### src/rtl/exec_wb_arbiter_pkg.sv
// Shared definitions for the execution-unit writeback arbiter.
// Holds the requester index constants, the payload field widths, the
// packed payload record carried from a requester to the writeback register,
// and a helper that advances the round-robin pointer.
package exec_wb_arbiter_pkg;

   localparam int NUM_REQ = 4;
   localparam int DATA_W  = 32;
   localparam int FLAG_W  = 5;
   localparam int DEST_W  = 5;

   typedef logic [1:0] req_idx_t;

   localparam req_idx_t IDX_ADDER = 2'd0;
   localparam req_idx_t IDX_LOGIC = 2'd1;
   localparam req_idx_t IDX_SHIFT = 2'd2;
   localparam req_idx_t IDX_MUL   = 2'd3;

   typedef struct packed {
      logic [DATA_W-1:0] data;
      logic [FLAG_W-1:0] flag;
      logic              flag_write;
      logic [DEST_W-1:0] destination;
   } wb_payload_t;

   // The requester after the winner gets first look next time; the 2-bit
   // width makes the wrap from MUL back to ADDER automatic.
   function automatic req_idx_t next_ptr(input req_idx_t granted);
      return granted + 2'd1;
   endfunction

endpackage

### src/rtl/exec_wb_arbiter_if.sv
// Bus bundle between the four execution units, the writeback arbiter and
// the downstream writeback stage.
//   iX_VALID/DATA/FLAG/FLAG_WRITE/DESTINATION : per-requester result payload
//   oX_ACK                                     : transfer accepted this cycle
//   iFREE_PIPELINE                             : flush
//   iNEXT_BUSY                                 : downstream stall
//   oWB_*                                      : registered writeback result
// Modport slave is the arbiter's view; master is the surrounding pipeline.
interface exec_wb_arbiter_if;
   import exec_wb_arbiter_pkg::*;

   logic              iADDER_VALID;
   logic [DATA_W-1:0] iADDER_DATA;
   logic [FLAG_W-1:0] iADDER_FLAG;
   logic              iADDER_FLAG_WRITE;
   logic [DEST_W-1:0] iADDER_DESTINATION;
   logic              oADDER_ACK;

   logic              iLOGIC_VALID;
   logic [DATA_W-1:0] iLOGIC_DATA;
   logic [FLAG_W-1:0] iLOGIC_FLAG;
   logic              iLOGIC_FLAG_WRITE;
   logic [DEST_W-1:0] iLOGIC_DESTINATION;
   logic              oLOGIC_ACK;

   logic              iSHIFT_VALID;
   logic [DATA_W-1:0] iSHIFT_DATA;
   logic [FLAG_W-1:0] iSHIFT_FLAG;
   logic              iSHIFT_FLAG_WRITE;
   logic [DEST_W-1:0] iSHIFT_DESTINATION;
   logic              oSHIFT_ACK;

   logic              iMUL_VALID;
   logic [DATA_W-1:0] iMUL_DATA;
   logic [FLAG_W-1:0] iMUL_FLAG;
   logic              iMUL_FLAG_WRITE;
   logic [DEST_W-1:0] iMUL_DESTINATION;
   logic              oMUL_ACK;

   logic              iFREE_PIPELINE;
   logic              iNEXT_BUSY;

   logic              oWB_VALID;
   logic [DATA_W-1:0] oWB_DATA;
   logic [FLAG_W-1:0] oWB_FLAG;
   logic              oWB_FLAG_WRITE;
   logic [DEST_W-1:0] oWB_DESTINATION;
   logic [1:0]        oWB_SOURCE;

   modport slave (
      input  iADDER_VALID, iADDER_DATA, iADDER_FLAG, iADDER_FLAG_WRITE, iADDER_DESTINATION,
      input  iLOGIC_VALID, iLOGIC_DATA, iLOGIC_FLAG, iLOGIC_FLAG_WRITE, iLOGIC_DESTINATION,
      input  iSHIFT_VALID, iSHIFT_DATA, iSHIFT_FLAG, iSHIFT_FLAG_WRITE, iSHIFT_DESTINATION,
      input  iMUL_VALID, iMUL_DATA, iMUL_FLAG, iMUL_FLAG_WRITE, iMUL_DESTINATION,
      input  iFREE_PIPELINE, iNEXT_BUSY,
      output oADDER_ACK, oLOGIC_ACK, oSHIFT_ACK, oMUL_ACK,
      output oWB_VALID, oWB_DATA, oWB_FLAG, oWB_FLAG_WRITE, oWB_DESTINATION, oWB_SOURCE
   );

   modport master (
      output iADDER_VALID, iADDER_DATA, iADDER_FLAG, iADDER_FLAG_WRITE, iADDER_DESTINATION,
      output iLOGIC_VALID, iLOGIC_DATA, iLOGIC_FLAG, iLOGIC_FLAG_WRITE, iLOGIC_DESTINATION,
      output iSHIFT_VALID, iSHIFT_DATA, iSHIFT_FLAG, iSHIFT_FLAG_WRITE, iSHIFT_DESTINATION,
      output iMUL_VALID, iMUL_DATA, iMUL_FLAG, iMUL_FLAG_WRITE, iMUL_DESTINATION,
      output iFREE_PIPELINE, iNEXT_BUSY,
      input  oADDER_ACK, oLOGIC_ACK, oSHIFT_ACK, oMUL_ACK,
      input  oWB_VALID, oWB_DATA, oWB_FLAG, oWB_FLAG_WRITE, oWB_DESTINATION, oWB_SOURCE
   );

endinterface

### src/rtl/exec_wb_rr_select.sv
// Combinational round-robin selector.
//   req       : one bit per requester, indexed by requester number
//   ptr       : requester that gets first look this cycle
//   grant     : one-hot winner (all zero when nothing requests)
//   grant_idx : binary index of the winner (equals ptr when nothing requests)
module exec_wb_rr_select
   import exec_wb_arbiter_pkg::*;
(
   input  logic [NUM_REQ-1:0] req,
   input  req_idx_t           ptr,
   output logic [NUM_REQ-1:0] grant,
   output req_idx_t           grant_idx
);

   logic     found;
   req_idx_t idx;

   // Walk ptr, ptr+1, ptr+2, ptr+3 (mod 4); the first active request wins
   // and 'found' stops later positions from overriding it.
   always_comb begin
      grant     = '0;
      grant_idx = ptr;
      found     = 1'b0;
      idx       = '0;
      for (int i = 0; i < NUM_REQ; i++) begin
         idx = ptr + 2'(i);
         if (!found && req[idx]) begin
            found      = 1'b1;
            grant[idx] = 1'b1;
            grant_idx  = idx;
         end
      end
   end

endmodule

### src/rtl/exec_wb_arbiter.sv
// Writeback arbiter: picks one of four execution-unit results per cycle
// (round robin) and registers it for the writeback stage.
//   iCLOCK      : rising-edge clock
//   iRESET_SYNC : synchronous active-high reset
//   bus         : requester payloads/acks, flush, downstream stall and the
//                 registered oWB_* result (see exec_wb_arbiter_if)
module exec_wb_arbiter
   import exec_wb_arbiter_pkg::*;
(
   input  logic              iCLOCK,
   input  logic              iRESET_SYNC,
   exec_wb_arbiter_if.slave  bus
);

   logic [NUM_REQ-1:0] req;
   wb_payload_t        req_payload [NUM_REQ];
   logic [NUM_REQ-1:0] sel_grant;
   req_idx_t           sel_idx;
   logic               wb_free;
   logic               grant_en;

   logic        wb_valid_q,   wb_valid_d;
   wb_payload_t wb_payload_q, wb_payload_d;
   req_idx_t    wb_source_q,  wb_source_d;
   req_idx_t    ptr_q,        ptr_d;

   // Gather the per-requester signals into indexable form.
   always_comb begin
      req[IDX_ADDER] = bus.iADDER_VALID;
      req[IDX_LOGIC] = bus.iLOGIC_VALID;
      req[IDX_SHIFT] = bus.iSHIFT_VALID;
      req[IDX_MUL]   = bus.iMUL_VALID;
      req_payload[IDX_ADDER] = '{bus.iADDER_DATA, bus.iADDER_FLAG, bus.iADDER_FLAG_WRITE, bus.iADDER_DESTINATION};
      req_payload[IDX_LOGIC] = '{bus.iLOGIC_DATA, bus.iLOGIC_FLAG, bus.iLOGIC_FLAG_WRITE, bus.iLOGIC_DESTINATION};
      req_payload[IDX_SHIFT] = '{bus.iSHIFT_DATA, bus.iSHIFT_FLAG, bus.iSHIFT_FLAG_WRITE, bus.iSHIFT_DESTINATION};
      req_payload[IDX_MUL]   = '{bus.iMUL_DATA, bus.iMUL_FLAG, bus.iMUL_FLAG_WRITE, bus.iMUL_DESTINATION};
   end

   exec_wb_rr_select u_select (
      .req       (req),
      .ptr       (ptr_q),
      .grant     (sel_grant),
      .grant_idx (sel_idx)
   );

   // The output register can take a new result if it is empty or being
   // drained this cycle. Reset and flush both veto any transfer so that a
   // requester never sees an ACK for a result that would be discarded.
   always_comb begin
      wb_free  = !wb_valid_q || !bus.iNEXT_BUSY;
      grant_en = wb_free && !bus.iFREE_PIPELINE && !iRESET_SYNC && (|req);
   end

   always_comb begin
      bus.oADDER_ACK = grant_en && sel_grant[IDX_ADDER];
      bus.oLOGIC_ACK = grant_en && sel_grant[IDX_LOGIC];
      bus.oSHIFT_ACK = grant_en && sel_grant[IDX_SHIFT];
      bus.oMUL_ACK   = grant_en && sel_grant[IDX_MUL];
   end

   // Next state of the writeback register and pointer. Flush empties the
   // register even while stalled; payload is left alone since it is
   // don't-care once invalid. The pointer moves only on a real grant.
   always_comb begin
      wb_valid_d   = wb_valid_q;
      wb_payload_d = wb_payload_q;
      wb_source_d  = wb_source_q;
      ptr_d        = ptr_q;
      if (bus.iFREE_PIPELINE) begin
         wb_valid_d = 1'b0;
      end else if (grant_en) begin
         wb_valid_d   = 1'b1;
         wb_payload_d = req_payload[sel_idx];
         wb_source_d  = sel_idx;
         ptr_d        = next_ptr(sel_idx);
      end else if (wb_free) begin
         wb_valid_d = 1'b0;
      end
   end

   always_ff @(posedge iCLOCK) begin
      if (iRESET_SYNC) begin
         wb_valid_q   <= 1'b0;
         wb_payload_q <= '0;
         wb_source_q  <= IDX_ADDER;
         ptr_q        <= IDX_ADDER;
      end else begin
         wb_valid_q   <= wb_valid_d;
         wb_payload_q <= wb_payload_d;
         wb_source_q  <= wb_source_d;
         ptr_q        <= ptr_d;
      end
   end

   always_comb begin
      bus.oWB_VALID       = wb_valid_q;
      bus.oWB_DATA        = wb_payload_q.data;
      bus.oWB_FLAG        = wb_payload_q.flag;
      bus.oWB_FLAG_WRITE  = wb_payload_q.flag_write;
      bus.oWB_DESTINATION = wb_payload_q.destination;
      bus.oWB_SOURCE      = wb_source_q;
   end

endmodule

### src/flat_wrapper.sv
// flat-port wrapper written by rule: the top's interface ports become plain ports
module exec_wb_arbiter_flat import exec_wb_arbiter_pkg::*;
  (iCLOCK, iRESET_SYNC, bus_iADDER_VALID, bus_iADDER_DATA, bus_iADDER_FLAG, bus_iADDER_FLAG_WRITE, bus_iADDER_DESTINATION, bus_iLOGIC_VALID, bus_iLOGIC_DATA, bus_iLOGIC_FLAG, bus_iLOGIC_FLAG_WRITE, bus_iLOGIC_DESTINATION, bus_iSHIFT_VALID, bus_iSHIFT_DATA, bus_iSHIFT_FLAG, bus_iSHIFT_FLAG_WRITE, bus_iSHIFT_DESTINATION, bus_iMUL_VALID, bus_iMUL_DATA, bus_iMUL_FLAG, bus_iMUL_FLAG_WRITE, bus_iMUL_DESTINATION, bus_iFREE_PIPELINE, bus_iNEXT_BUSY, bus_oADDER_ACK, bus_oLOGIC_ACK, bus_oSHIFT_ACK, bus_oMUL_ACK, bus_oWB_VALID, bus_oWB_DATA, bus_oWB_FLAG, bus_oWB_FLAG_WRITE, bus_oWB_DESTINATION, bus_oWB_SOURCE);
  exec_wb_arbiter_if bus_i ();
  input  logic iCLOCK;
  input  logic iRESET_SYNC;
  input wire logic [$bits(bus_i.iADDER_VALID)-1:0] bus_iADDER_VALID;
  input wire logic [$bits(bus_i.iADDER_DATA)-1:0] bus_iADDER_DATA;
  input wire logic [$bits(bus_i.iADDER_FLAG)-1:0] bus_iADDER_FLAG;
  input wire logic [$bits(bus_i.iADDER_FLAG_WRITE)-1:0] bus_iADDER_FLAG_WRITE;
  input wire logic [$bits(bus_i.iADDER_DESTINATION)-1:0] bus_iADDER_DESTINATION;
  input wire logic [$bits(bus_i.iLOGIC_VALID)-1:0] bus_iLOGIC_VALID;
  input wire logic [$bits(bus_i.iLOGIC_DATA)-1:0] bus_iLOGIC_DATA;
  input wire logic [$bits(bus_i.iLOGIC_FLAG)-1:0] bus_iLOGIC_FLAG;
  input wire logic [$bits(bus_i.iLOGIC_FLAG_WRITE)-1:0] bus_iLOGIC_FLAG_WRITE;
  input wire logic [$bits(bus_i.iLOGIC_DESTINATION)-1:0] bus_iLOGIC_DESTINATION;
  input wire logic [$bits(bus_i.iSHIFT_VALID)-1:0] bus_iSHIFT_VALID;
  input wire logic [$bits(bus_i.iSHIFT_DATA)-1:0] bus_iSHIFT_DATA;
  input wire logic [$bits(bus_i.iSHIFT_FLAG)-1:0] bus_iSHIFT_FLAG;
  input wire logic [$bits(bus_i.iSHIFT_FLAG_WRITE)-1:0] bus_iSHIFT_FLAG_WRITE;
  input wire logic [$bits(bus_i.iSHIFT_DESTINATION)-1:0] bus_iSHIFT_DESTINATION;
  input wire logic [$bits(bus_i.iMUL_VALID)-1:0] bus_iMUL_VALID;
  input wire logic [$bits(bus_i.iMUL_DATA)-1:0] bus_iMUL_DATA;
  input wire logic [$bits(bus_i.iMUL_FLAG)-1:0] bus_iMUL_FLAG;
  input wire logic [$bits(bus_i.iMUL_FLAG_WRITE)-1:0] bus_iMUL_FLAG_WRITE;
  input wire logic [$bits(bus_i.iMUL_DESTINATION)-1:0] bus_iMUL_DESTINATION;
  input wire logic [$bits(bus_i.iFREE_PIPELINE)-1:0] bus_iFREE_PIPELINE;
  input wire logic [$bits(bus_i.iNEXT_BUSY)-1:0] bus_iNEXT_BUSY;
  output wire logic [$bits(bus_i.oADDER_ACK)-1:0] bus_oADDER_ACK;
  output wire logic [$bits(bus_i.oLOGIC_ACK)-1:0] bus_oLOGIC_ACK;
  output wire logic [$bits(bus_i.oSHIFT_ACK)-1:0] bus_oSHIFT_ACK;
  output wire logic [$bits(bus_i.oMUL_ACK)-1:0] bus_oMUL_ACK;
  output wire logic [$bits(bus_i.oWB_VALID)-1:0] bus_oWB_VALID;
  output wire logic [$bits(bus_i.oWB_DATA)-1:0] bus_oWB_DATA;
  output wire logic [$bits(bus_i.oWB_FLAG)-1:0] bus_oWB_FLAG;
  output wire logic [$bits(bus_i.oWB_FLAG_WRITE)-1:0] bus_oWB_FLAG_WRITE;
  output wire logic [$bits(bus_i.oWB_DESTINATION)-1:0] bus_oWB_DESTINATION;
  output wire logic [$bits(bus_i.oWB_SOURCE)-1:0] bus_oWB_SOURCE;
  assign bus_i.iADDER_VALID = bus_iADDER_VALID;
  assign bus_i.iADDER_DATA = bus_iADDER_DATA;
  assign bus_i.iADDER_FLAG = bus_iADDER_FLAG;
  assign bus_i.iADDER_FLAG_WRITE = bus_iADDER_FLAG_WRITE;
  assign bus_i.iADDER_DESTINATION = bus_iADDER_DESTINATION;
  assign bus_i.iLOGIC_VALID = bus_iLOGIC_VALID;
  assign bus_i.iLOGIC_DATA = bus_iLOGIC_DATA;
  assign bus_i.iLOGIC_FLAG = bus_iLOGIC_FLAG;
  assign bus_i.iLOGIC_FLAG_WRITE = bus_iLOGIC_FLAG_WRITE;
  assign bus_i.iLOGIC_DESTINATION = bus_iLOGIC_DESTINATION;
  assign bus_i.iSHIFT_VALID = bus_iSHIFT_VALID;
  assign bus_i.iSHIFT_DATA = bus_iSHIFT_DATA;
  assign bus_i.iSHIFT_FLAG = bus_iSHIFT_FLAG;
  assign bus_i.iSHIFT_FLAG_WRITE = bus_iSHIFT_FLAG_WRITE;
  assign bus_i.iSHIFT_DESTINATION = bus_iSHIFT_DESTINATION;
  assign bus_i.iMUL_VALID = bus_iMUL_VALID;
  assign bus_i.iMUL_DATA = bus_iMUL_DATA;
  assign bus_i.iMUL_FLAG = bus_iMUL_FLAG;
  assign bus_i.iMUL_FLAG_WRITE = bus_iMUL_FLAG_WRITE;
  assign bus_i.iMUL_DESTINATION = bus_iMUL_DESTINATION;
  assign bus_i.iFREE_PIPELINE = bus_iFREE_PIPELINE;
  assign bus_i.iNEXT_BUSY = bus_iNEXT_BUSY;
  assign bus_oADDER_ACK = bus_i.oADDER_ACK;
  assign bus_oLOGIC_ACK = bus_i.oLOGIC_ACK;
  assign bus_oSHIFT_ACK = bus_i.oSHIFT_ACK;
  assign bus_oMUL_ACK = bus_i.oMUL_ACK;
  assign bus_oWB_VALID = bus_i.oWB_VALID;
  assign bus_oWB_DATA = bus_i.oWB_DATA;
  assign bus_oWB_FLAG = bus_i.oWB_FLAG;
  assign bus_oWB_FLAG_WRITE = bus_i.oWB_FLAG_WRITE;
  assign bus_oWB_DESTINATION = bus_i.oWB_DESTINATION;
  assign bus_oWB_SOURCE = bus_i.oWB_SOURCE;
  exec_wb_arbiter u_core (.iCLOCK(iCLOCK), .iRESET_SYNC(iRESET_SYNC), .bus(bus_i));
endmodule
### config.mk
export PLATFORM = sky130hd
export DESIGN_NAME = exec_wb_arbiter_flat
export DESIGN_NICKNAME = d
export VERILOG_FILES = /design/src/rtl/exec_wb_arbiter_pkg.sv /design/src/rtl/exec_wb_arbiter_if.sv /design/src/rtl/exec_wb_rr_select.sv /design/src/rtl/exec_wb_arbiter.sv /design/src/flat_wrapper.sv
export SDC_FILE = /design/constraint.sdc
export NUM_CORES = 1
export LEC_CHECK = 0
export ABC_AREA = 1
export CAP_MARGIN = 10
export CORE_ASPECT_RATIO = 1.2
export CORE_MARGIN = 1.5
export CORE_UTILIZATION = 40
export DETAILED_ROUTE_END_ITERATION = 12
export MAX_ROUTING_LAYER = met4
export PLACE_DENSITY = 0.83
export SLEW_MARGIN = 20
export SYNTH_ARGS = -nofsm -noshare
export SYNTH_HDL_FRONTEND = slang
export SYNTH_SLANG_ARGS = --single-unit
export TNS_END_PERCENT = 100
### constraint.sdc
create_clock -name iCLOCK -period 4.1 [get_ports iCLOCK]
set_input_delay 0.82 -clock iCLOCK [delete_from_list [all_inputs] [get_ports iCLOCK]]
set_output_delay 0.82 -clock iCLOCK [all_outputs]
set_load 0.05 [all_outputs]
==> summary.md <==
| Metric | Value |
|---|---|
| Starting Density | 40.7% |
| Mux share of post-synthesis cell area | 0% |
| Num ports | 230 |
| Startpoint types | flip-flop |
| Largest family of logic cells by synthesized area | simple AND/OR/NAND/NOR gates |
| Post-CTS Resized | 0 |
| Die area | 9730 um2 |
| Worst path required time | 3.28 ns |
| Port bufs | 229 |
| Leak | 2.46 nW |
| Core Box Area | 8990 um2 |
| Commonest cells post-synth | nand3_1 (229), nand2_1 (165), dfxtp_1 (48) |
| Crit path DAT | 2.91 ns |
| Post-Synth XOR/XNOR Area | 0% |
| # nets final | 985 |
| Clock power frac | 10.5% |
| Total number of vias | 4977 |
| Number of antenna diodes | 0 |
| Drt wl/cell | 15.1 um |
| Synth area leaders | nand3_1 (31%), dfxtp_1 (26%), nand2_1 (17%) |
| Yosys synthesis warning count | 0 |
| Int Pwr | 1.52 mW |
| Rel. slew slack | 60.1% |
| Crit end category | output pin |
| Root buffer cell | clkbuf_8 |
| Setup-failing EPs final | 0 |
| Routed Wire Length | 13800 um |
| CTS clk-pin slew, worst paths | 0.08 ns |
| Largest net degree at the start of global routing | 50 |
| Sw power | 1.62 mW |
| Final min period | 3.73 ns |
| Slowest cell on the critical path | dfxtp_1 |
| Worst path cell trace | inv_4 -> ha_1 -> inv_1 -> nand3_1 -> nand2_1 -> nand3_1 -> inv_1 -> a221oi_1 -> o21ai_0 -> nand2_1 -> inv_1 -> buf_4 |
| Crit path buffers/inverters | 5 |
| Post-synthesis sequential area ratio | 26.3% |
| Skew final | 0.00675 ns |
| Seq cells post-synth | 48 |
| Post-synthesis adder-cell area fraction | 2.74% |
| Post-synth EDFFs | 0 |
| Worst vdd ir | 0.321 mV |
| Cell count of the worst hold path | 2 |
| Mapped Cells | 601 |
| Gate family responsible for the most delay along the worst path | flip-flops |
| Synth Area in Simple Gates | 52.5% |
| Max Cap Viol | 0 |
| Die Ht | 108 um |
| Initial antenna violation count | 0 |
| Cell Area, Synth | 3660 um2 |
| Worst slew pin tran | 0.598 ns |
| Clk sink count | 48 |
| Total CTS buffers | 5 |
| Fin Hold WS | 0.465 ns |
| Max frequency | 268 MHz |
| Post-Syn Nets | 789 |
| Pwr dens | 520 nW/um2 |
| # rows | 38 |
| FFs w/ async S/R, synth | 0% |
| Post-DP HPWL | 10100 um |
| Min-delay worst type | reg2reg |
| Flop pwr share | 19.5% |
| Final Cycle Share | 91.0% |
| CTS Hold Bufs | 0 |
| DRT Pass-1 Iters | 6 |
| Worst-Skew Late Latency | 0.29 ns |
| Synth Area in Compound Gates | 8.72% |
| CP dominant cell by count | inv_1 |
| GRT Util Overall | 28.2% |
| Sw Share | 51.7% |
| Ys flop type | dfxtp_1 |
| Syn Area/Cell | 6.09 um2 |
| Setup TNS | 0 ns |
| Reg2reg path depth | 14 |
| Post-CTS setup buffer count | 0 |
| Top-count cell post-synth | nand3_1 |
| Comb power frac | 70.0% |
| Post-DRT Antenna Nets | 0 |
| Worst path depth | 12 |
| RSZ-0062 raised after global routing | false |
| RePlAce Congestion | 0.975 |
| Vias per Instance | 5.43 |
| Top cell type by total area after synthesis | nand3_1 |
| First-pass GRT wire length | 21900 um |
| Yosys cell types | 23 |
| Gr ovfl total | 0 |
| Status | completed |
| DRC viols | 0 |
| Area Growth Syn to Fin | 65.0% |
| Final Power | 3.14 mW |
| Slowest stage delay, CP | 0.71 ns |
| # fillers | 777 |
| Count of pins over their slew limit | 0 |
| Yosys top cell area share | 31.3% |
| Vias in the first global route | 4625 |
| Setup CP Type | reg2out |
| Die X | 90.3 um |
| CTS tree | built |
| Max clock buf depth | 2 |
| Htree depth | 2 |
| Share of layout cells above drive strength 1 | 4.77% |
| Final Hold Fails | 0 |
| Worst Path Max Fanout | 13 |
| DR iter-0 viols | 341 |
## worst register-to-register path: cells and delay by family (launching register included)
kind,cells,cell delay [ns]
simple gates,9,1.47
flops,1,0.71
buf+inv,3,0.65
fa+ha+maj,1,0.41
compound gates,1,0.12
## registers in the layout, indices dropped and copies added, names as in the netlist
register,count
u_core.bus.oWB_DATA,32
u_core.bus.oWB_FLAG_WRITE,1
u_core.bus.oWB_FLAG,5
u_core.bus.oWB_DESTINATION,5
u_core.ptr_q,2
u_core.bus.oWB_VALID,1
u_core.bus.oWB_SOURCE,2
## final timing paths
path | start | to | slack, ns
hold reg to reg | u_core.bus.oWB_DATA[2] | u_core.bus.oWB_DATA[2] | 0.46
hold / removal | u_core.bus.oWB_DATA[2] | u_core.bus.oWB_DATA[2] | 0.46
setup / recovery | u_core.ptr_q[0] | bus_oMUL_ACK | 0.37
setup reg to reg | u_core.ptr_q[0] | u_core.bus.oWB_DATA[29] | 0.65
## stage by stage
stage	setup slack [ns]	utilization (%)	std cells	area, um2
after global placement	0.786	66.1	910	5940
final	0.371	67.2	916	6030
after floorplan	0.758	-	601	3660
after detailed placement	0.617	66.1	910	5940
after CTS	0.477	67.2	916	6030
after global routing	0.138	67.2	916	6030
## cell usage in the layout (no fill, tap or decap), drive strengths merged
master and n:
a221oi 3, clkbuf 5, nor2 7, clkinv 1, ha 8, bufinv 1
nand3 231, o21ai 5, inv 20, dfxtp 48, nand2 174, nor4 2
o21bai 1, nand4 1, a21oi 48, o2111ai 1, clkdlybuf4s50 224, buf 16
## cell type report
cell class / count / area (um2) / area share [%]
timing repair buffer: 240 / 2400 / 39.7
multi-input combinational: 481 / 2350 / 38.9
sequential: 48 / 961 / 15.9
tap: 120 / 150 / 2.49
inverter: 21 / 81.3 / 1.35
clock buffer: 5 / 68.8 / 1.14
clock inverter: 1 / 30.0 / 0.498
## layer usage
| layer | global-route usage (%) | routed length [um] |
|---|---|---|
| met3 | 4.59 | 1150 |
| met1 | 31.5 | 5190 |
| met5 | - | 0 |
| met4 | 10.9 | 409 |
| met2 | 50.5 | 7060 |
## power by group through the flow
stage,clock [mW],combinational (mW),sequential [mW]
finish,0.328,2.20,0.614
global route,0.353,2.41,0.627
CTS,0.334,2.19,0.613
detailed placement,0,2.19,0.622
global placement,0,2.14,0.618
floorplan,0,1.27,0.910
## cell families after synthesis
family / Yosys count
and+or+nand+nor: 415
adders and majority gates: 8
AOI/OAI and AO/OA: 58
buffers and inverters: 72
DFF: 48
No activity file was read; power rests on OpenSTA's default activity.
